## config.mk

```make
export PLATFORM = sky130hd
export DESIGN_NAME = chroma_ref_window
export DESIGN_NICKNAME = d
export VERILOG_FILES = /design/src/rtl/chroma_mc_pkg.sv /design/src/rtl/chroma_win_mem.sv /design/src/rtl/chroma_ref_window.sv
export SDC_FILE = /design/constraint.sdc
export NUM_CORES = 1
export LEC_CHECK = 0
export ABC_AREA = 1
export CORE_ASPECT_RATIO = 2
export CORE_MARGIN = 2
export CORE_UTILIZATION = 45
export CTS_BUF_LIST = sky130_fd_sc_hd__clkbuf_4
export CTS_CLUSTER_DIAMETER = 80
export CTS_CLUSTER_SIZE = 14
export DETAILED_ROUTE_END_ITERATION = 10
export PLACE_DENSITY = 0.61
export SYNTH_ARGS = -nofsm -noshare
export SYNTH_HDL_FRONTEND = slang
export SYNTH_SLANG_ARGS = --single-unit
```

## constraint.sdc

```tcl
create_clock -name clk -period 3.7 [get_ports clk]
set_input_delay 0.74 -clock clk [delete_from_list [all_inputs] [get_ports clk]]
set_output_delay 0.74 -clock clk [all_outputs]
set_load 0.02 [all_outputs]
```

## src/rtl/chroma_mc_pkg.sv

```systemverilog
// Shared constants, FSM state encoding and window-index helper for the chroma MC path.
package chroma_mc_pkg;

    localparam int PIX_W_DEF = 8;
    localparam int FRAC_W    = 3;

    typedef enum logic [1:0] {
        IDLE = 2'd0,
        LOAD = 2'd1,
        EMIT = 2'd2
    } state_t;

    // Raster position of sample (r,c) inside a window that is blk_w+1 samples wide.
    function automatic int win_idx(input int r, input int c, input int blk_w);
        return r * (blk_w + 1) + c;
    endfunction

endpackage

```

## src/rtl/chroma_win_mem.sv

```systemverilog
// Reference window storage: one write port, four combinational read ports.
// Latency: write visible next cycle, reads same cycle; no backpressure (always writable).
// Contents are not reset; every block rewrites the whole window before it is read.
module chroma_win_mem #(
    parameter int DEPTH = 25,
    parameter int PIX_W = 8,
    parameter int IDX_W = 5
) (
    input  logic             clk,
    input  logic             we,
    input  logic [IDX_W-1:0] widx,
    input  logic [PIX_W-1:0] wdat,
    input  logic [IDX_W-1:0] ridx_a,
    input  logic [IDX_W-1:0] ridx_b,
    input  logic [IDX_W-1:0] ridx_c,
    input  logic [IDX_W-1:0] ridx_d,
    output logic [PIX_W-1:0] rdat_a,
    output logic [PIX_W-1:0] rdat_b,
    output logic [PIX_W-1:0] rdat_c,
    output logic [PIX_W-1:0] rdat_d
);

    logic [PIX_W-1:0] mem [DEPTH];

    always_ff @(posedge clk) begin
        if (we) begin
            mem[widx] <= wdat;
        end
    end

    assign rdat_a = mem[ridx_a];
    assign rdat_b = mem[ridx_b];
    assign rdat_c = mem[ridx_c];
    assign rdat_d = mem[ridx_d];

endmodule

```

## src/rtl/chroma_ref_window.sv

```systemverilog
// Loads a (BLK_W+1)x(BLK_H+1) chroma window, then emits one registered 2x2 quad per handshake.
// Latency: first quad the cycle after the last sample; quads hold while quad_ready is low.
// Optional CHROMA_WIN_STATS_EN adds a 16-bit completed-block counter (blk_count).
module chroma_ref_window
    import chroma_mc_pkg::*;
#(
    parameter int BLK_W = 4,
    parameter int BLK_H = 4,
    parameter int PIX_W = PIX_W_DEF
) (
    input  logic              clk,
    input  logic              rst,
    input  logic              start,
    input  logic [FRAC_W-1:0] xfrac_in,
    input  logic [FRAC_W-1:0] yfrac_in,
    input  logic [PIX_W-1:0]  pix_in,
    input  logic              pix_valid,
    output logic              pix_ready,
    output logic              quad_valid,
    input  logic              quad_ready,
    output logic [PIX_W-1:0]  A,
    output logic [PIX_W-1:0]  B,
    output logic [PIX_W-1:0]  C,
    output logic [PIX_W-1:0]  D,
    output logic [FRAC_W-1:0] xfrac,
    output logic [FRAC_W-1:0] yfrac,
    output logic [2:0]        out_x,
    output logic [2:0]        out_y,
    output logic              last,
    output logic              busy
`ifdef CHROMA_WIN_STATS_EN
    ,
    output logic [15:0]       blk_count
`endif
);

    localparam int N     = (BLK_W + 1) * (BLK_H + 1);
    localparam int IDX_W = $clog2(N);
    localparam logic [2:0]       X_MAX   = 3'(BLK_W - 1);
    localparam logic [2:0]       Y_MAX   = 3'(BLK_H - 1);
    localparam logic [IDX_W-1:0] CNT_MAX = IDX_W'(N - 1);

    state_t           state, state_nxt;
    logic [IDX_W-1:0] cnt;
    logic [2:0]       x, y, nx, ny;
    logic             pix_acc, load_done, hs, quad_upd;
    logic [IDX_W-1:0] ia, ib, ic, id;
    logic [PIX_W-1:0] ra, rb, rc, rd;

    always_ff @(posedge clk) begin
        if (rst) begin
            state <= IDLE;
        end else begin
            state <= state_nxt;
        end
    end

    always_comb begin
        state_nxt  = state;
        pix_ready  = 1'b0;
        quad_valid = 1'b0;
        busy       = 1'b1;
        last       = 1'b0;
        case (state)
            IDLE: begin
                busy = 1'b0;
                if (start) state_nxt = LOAD;
            end
            LOAD: begin
                pix_ready = 1'b1;
                if (pix_valid && cnt == CNT_MAX) state_nxt = EMIT;
            end
            EMIT: begin
                quad_valid = 1'b1;
                last       = (x == X_MAX) && (y == Y_MAX);
                if (quad_ready && last) state_nxt = IDLE;
            end
            default: state_nxt = IDLE;
        endcase
    end

    assign pix_acc   = pix_valid & pix_ready;
    assign load_done = pix_acc && (cnt == CNT_MAX);
    assign hs        = quad_valid & quad_ready;
    assign quad_upd  = load_done | (hs & ~last);

    // Next output position; wraps to (0,0) after the final quad so read indices stay in range.
    always_comb begin
        nx = 3'd0;
        ny = 3'd0;
        if (hs) begin
            if (x == X_MAX) begin
                ny = (y == Y_MAX) ? 3'd0 : y + 3'd1;
            end else begin
                nx = x + 3'd1;
                ny = y;
            end
        end
    end

    assign ia = IDX_W'(win_idx(int'(ny),     int'(nx),     BLK_W));
    assign ib = IDX_W'(win_idx(int'(ny),     int'(nx) + 1, BLK_W));
    assign ic = IDX_W'(win_idx(int'(ny) + 1, int'(nx),     BLK_W));
    assign id = IDX_W'(win_idx(int'(ny) + 1, int'(nx) + 1, BLK_W));

    chroma_win_mem #(
        .DEPTH (N),
        .PIX_W (PIX_W),
        .IDX_W (IDX_W)
    ) u_mem (
        .clk    (clk),
        .we     (pix_acc),
        .widx   (cnt),
        .wdat   (pix_in),
        .ridx_a (ia),
        .ridx_b (ib),
        .ridx_c (ic),
        .ridx_d (id),
        .rdat_a (ra),
        .rdat_b (rb),
        .rdat_c (rc),
        .rdat_d (rd)
    );

    always_ff @(posedge clk) begin
        if (rst) begin
            cnt   <= '0;
            x     <= 3'd0;
            y     <= 3'd0;
            A     <= '0;
            B     <= '0;
            C     <= '0;
            D     <= '0;
            xfrac <= '0;
            yfrac <= '0;
        end else begin
            if (state == IDLE && start) begin
                xfrac <= xfrac_in;
                yfrac <= yfrac_in;
                cnt   <= '0;
            end
            if (pix_acc) begin
                cnt <= cnt + 1'b1;
            end
            if (load_done || hs) begin
                x <= nx;
                y <= ny;
            end
            if (quad_upd) begin
                A <= ra;
                B <= rb;
                C <= rc;
                D <= rd;
            end
        end
    end

    assign out_x = x;
    assign out_y = y;

`ifdef CHROMA_WIN_STATS_EN
    always_ff @(posedge clk) begin
        if (rst) begin
            blk_count <= 16'd0;
        end else if (hs && last) begin
            blk_count <= blk_count + 16'd1;
        end
    end
`endif

endmodule

```

==> metrics <==
status=completed; 1st-iter DRT viols=1267; Post-route DRC=0; Syn. warnings=0; Max Slew Vio Count=0; Top Ports=between 60 and 70; CTS tree=yes; hold path depth=2; Net Count, Synth=between 2000 and 2500; Crit Path Max Fanout=37; grt ovf=0; Max Freq=278 MHz; vias in the first global route=about 15000; WL final=roughly 67 mm; Antenna Nets Post-Route=0; Synth Instances=between 2000 and 2500; CTS clk-pin slew, worst paths=around 160 ps; leakage=8.84 nW; Worst Max-Slew Pin Slew=roughly 960 ps; reg2reg start=out_x[1]; pwr dens=approximately 240 mW/mm^2; Die ar.=between 0.03 and 0.04 mm^2; layout cell share with drive strength beyond 1=0.178; Async SR Flop Fraction=0; EDFF count, synth=200; Synth top area share=0.384; final hold slack=496 ps; crit path capture type=flip-flop; CTS root buf=clkbuf_4; RR Endpoint=B[7]; Tot GR Track Use=0.369; top_reg_cell synth=edfxtp_1; post-synth top area cell=edfxtp_1; antenna violations before repair=2; DP HPWL=roughly 53 mm; Worst-Skew Late Latency=750 ps; Final Hold Viols=0; first-pass GRT wire length=about 95 mm; RSZ-0062 raised after global routing=no; setup TNS=0 ps; H-tree depth=1; Slew headroom=0.360; Avg Cell Area, Syn=between 7 and 8 um^2; R2R cell count=20; Num CTS Buffers=22; worst hold endpoint=xfrac[2]; Max IR drop VDD=0.348 mV; placed instance count=around 2800; final cycle utilization of the critical path=0.972; via count of the routed design=about 16000; Setup CP Type=flip-flop to flip-flop; synth top area cells=edfxtp_1 (38%), nand2_1 (16%), o21ai_0 (12%); die width=about 140 um; Initial Util=0.457; Placer Congestion=about 1.0; clk_skew=between 40 and 50 ps; startpoint types=flip-flop; Detailed Routing Iterations Pass 1=6; number of hold buffers added after cts=0; hold path start=xfrac[2]; largest net degree at the start of global routing=between 50 and 60; WL per Instance=23.4 um; Yosys reg bits=~250; Syn Std Cell Area=approximately 0.016 mm^2; DR vias/cell=about 5.5; number of placement rows=between 90 and 100; Critical Path RT=4360 ps; Final setup viols=0; clk buf depth=3; core footprint=approximately 0.034 mm^2; R2R setup slack=between 100 and 150 ps; min cycle time layout=3600 ps; Die Y=268 um; Synth-to-Final Area Change=24.0%; Layout Cells excl Fill=2842; Max-cap violations=0; CP arrival=between 4000 and 5000 ps; port bufs=66; worst hold path type=flip-flop to flip-flop; fin nets=~2400; post-synth cell types=42; sequential area share after synthesis=0.449; CTS Sinks=about 250
==> how the worst max path moves through the flow <==
stage | cells past startpoint | from | end
after CTS | 19 | out_x[1] | B[7]
after detailed placement | 19 | quad_ready | B[7]
final | 20 | out_x[1] | B[7]
after global routing | 19 | out_x[1] | C[3]
after floorplan | 17 | quad_ready | D[3]
after global placement | 19 | quad_ready | B[7]
==> power by group <==
group          internal (W)  leakage, nW  switching [W]
Combinational     0.0000548         6.44       0.000121
Clock              0.000457        0.183       0.000915
Sequential          0.00305         2.21     0.00000663
==> critical path, stage by stage (launching register included) <==
cell,delay [ps]
dfxtp_2,370
ha_2,190
inv_2,60
nor2_2,40
nand3b_1,130
nand2_1,120
nor2_4,200
inv_1,80
buf_4,160
ha_4,290
buf_12,190
buf_12,160
o21ai_0,590
o21ai_2,230
buf_4,190
nand2_1,60
nand2_1,50
nand2_1,50
nand3_1,150
nand2_1,120
a21oi_1,60
==> per-layer routing <==
metal	GRT usage	wire length, um	up-vias
li1	-	-	7513
met1	0.353	21400	7341
met2	0.668	33900	663
met3	0.0483	3480	250
met4	0.340	7810	2
met5	0	13	-
==> cells in the mapped netlist (all sizes together), types with 5 or more instances <==
library cell	number
nand2	678
o21ai	398
mux2i	22
a31oi	6
a21oi	67
dfxtp	51
ha	25
edfxtp	200
nor2	90
clkbuf	58
inv	227
o22ai	11
nand3	167
o211ai	9
buf	55
or2	5
==> through the flow <==
step | utilization | instance area [um^2] | setup slack [ps] | power (W)
6_report | 0.567 | 19400 | 102 | 0.00460
5_1_grt | 0.567 | 19400 | 5.34 | 0.00473
3_5_place_dp | 0.555 | 19000 | -791 | 0.00329
4_1_cts | 0.564 | 19300 | 27.1 | 0.00464
2_1_floorplan | - | 15600 | 248 | 0.00317
3_3_place_gp | 0.555 | 19000 | -797 | 0.00329
==> cells in the final DEF (no fill, tap or decap), drive strengths merged <==
cell / n
a21oi: 67
a221oi: 1
a31oi: 6
buf: 312
clkbuf: 37
clkdlybuf4s50: 66
clkinv: 4
dfxtp: 51
diode: 1
edfxtp: 200
fa: 2
ha: 25
inv: 230
mux2: 1
mux2i: 22
nand2: 678
nand3: 167
nand3b: 3
nand4: 3
nor2: 90
nor3: 2
o211ai: 9
o21a: 2
o21ai: 398
o22ai: 11
o2bb2ai: 1
or2: 5
xnor2: 3
xor2: 4
==> repair_timing <==
| item | CTS | global route |
|---|---|---|
| gates resized for setup | 1 | 22 |
| gates cloned | 0 | 1 |
| setup buffers | 0 | 3 |
| pin swaps | 0 | 2 |
| setup endpoints to repair | 1 | 26 |
==> flip-flops by register name, indices dropped and copies added, names as in the netlist <==
register / flops
out_y: 3
B: 8
yfrac: 3
xfrac: 3
D: 8
out_x: 3
A: 8
state: 2
cnt: 5
u_mem.mem: 200
C: 8
==> final cells by class <==
| type | count | area (um^2) |
|---|---|---|
| Antenna cell | 1 | 2.50 |
| Clock buffer | 37 | 278 |
| Clock inverter | 3 | 18.8 |
| Fill cell | 3267 | 14800 |
| Inverter | 231 | 875 |
| Multi-Input combinational cell | 1500 | 7320 |
| Sequential cell | 251 | 7030 |
| Tap cell | 441 | 552 |
| Timing Repair Buffer | 378 | 3320 |
==> logic make-up after synthesis <==
| logic type | Yosys count | share of synthesized area |
|---|---|---|
| mux | 23 | 0.0148 |
| xor+xnor | 7 | 0.00488 |
| flops | 251 | 0.449 |
| buf+inv | 344 | 0.0887 |
| compound gates | 495 | 0.162 |
| fa+ha+maj | 27 | 0.0226 |
| simple gates | 948 | 0.258 |
Note: power is estimated with default switching activity, not from simulation.
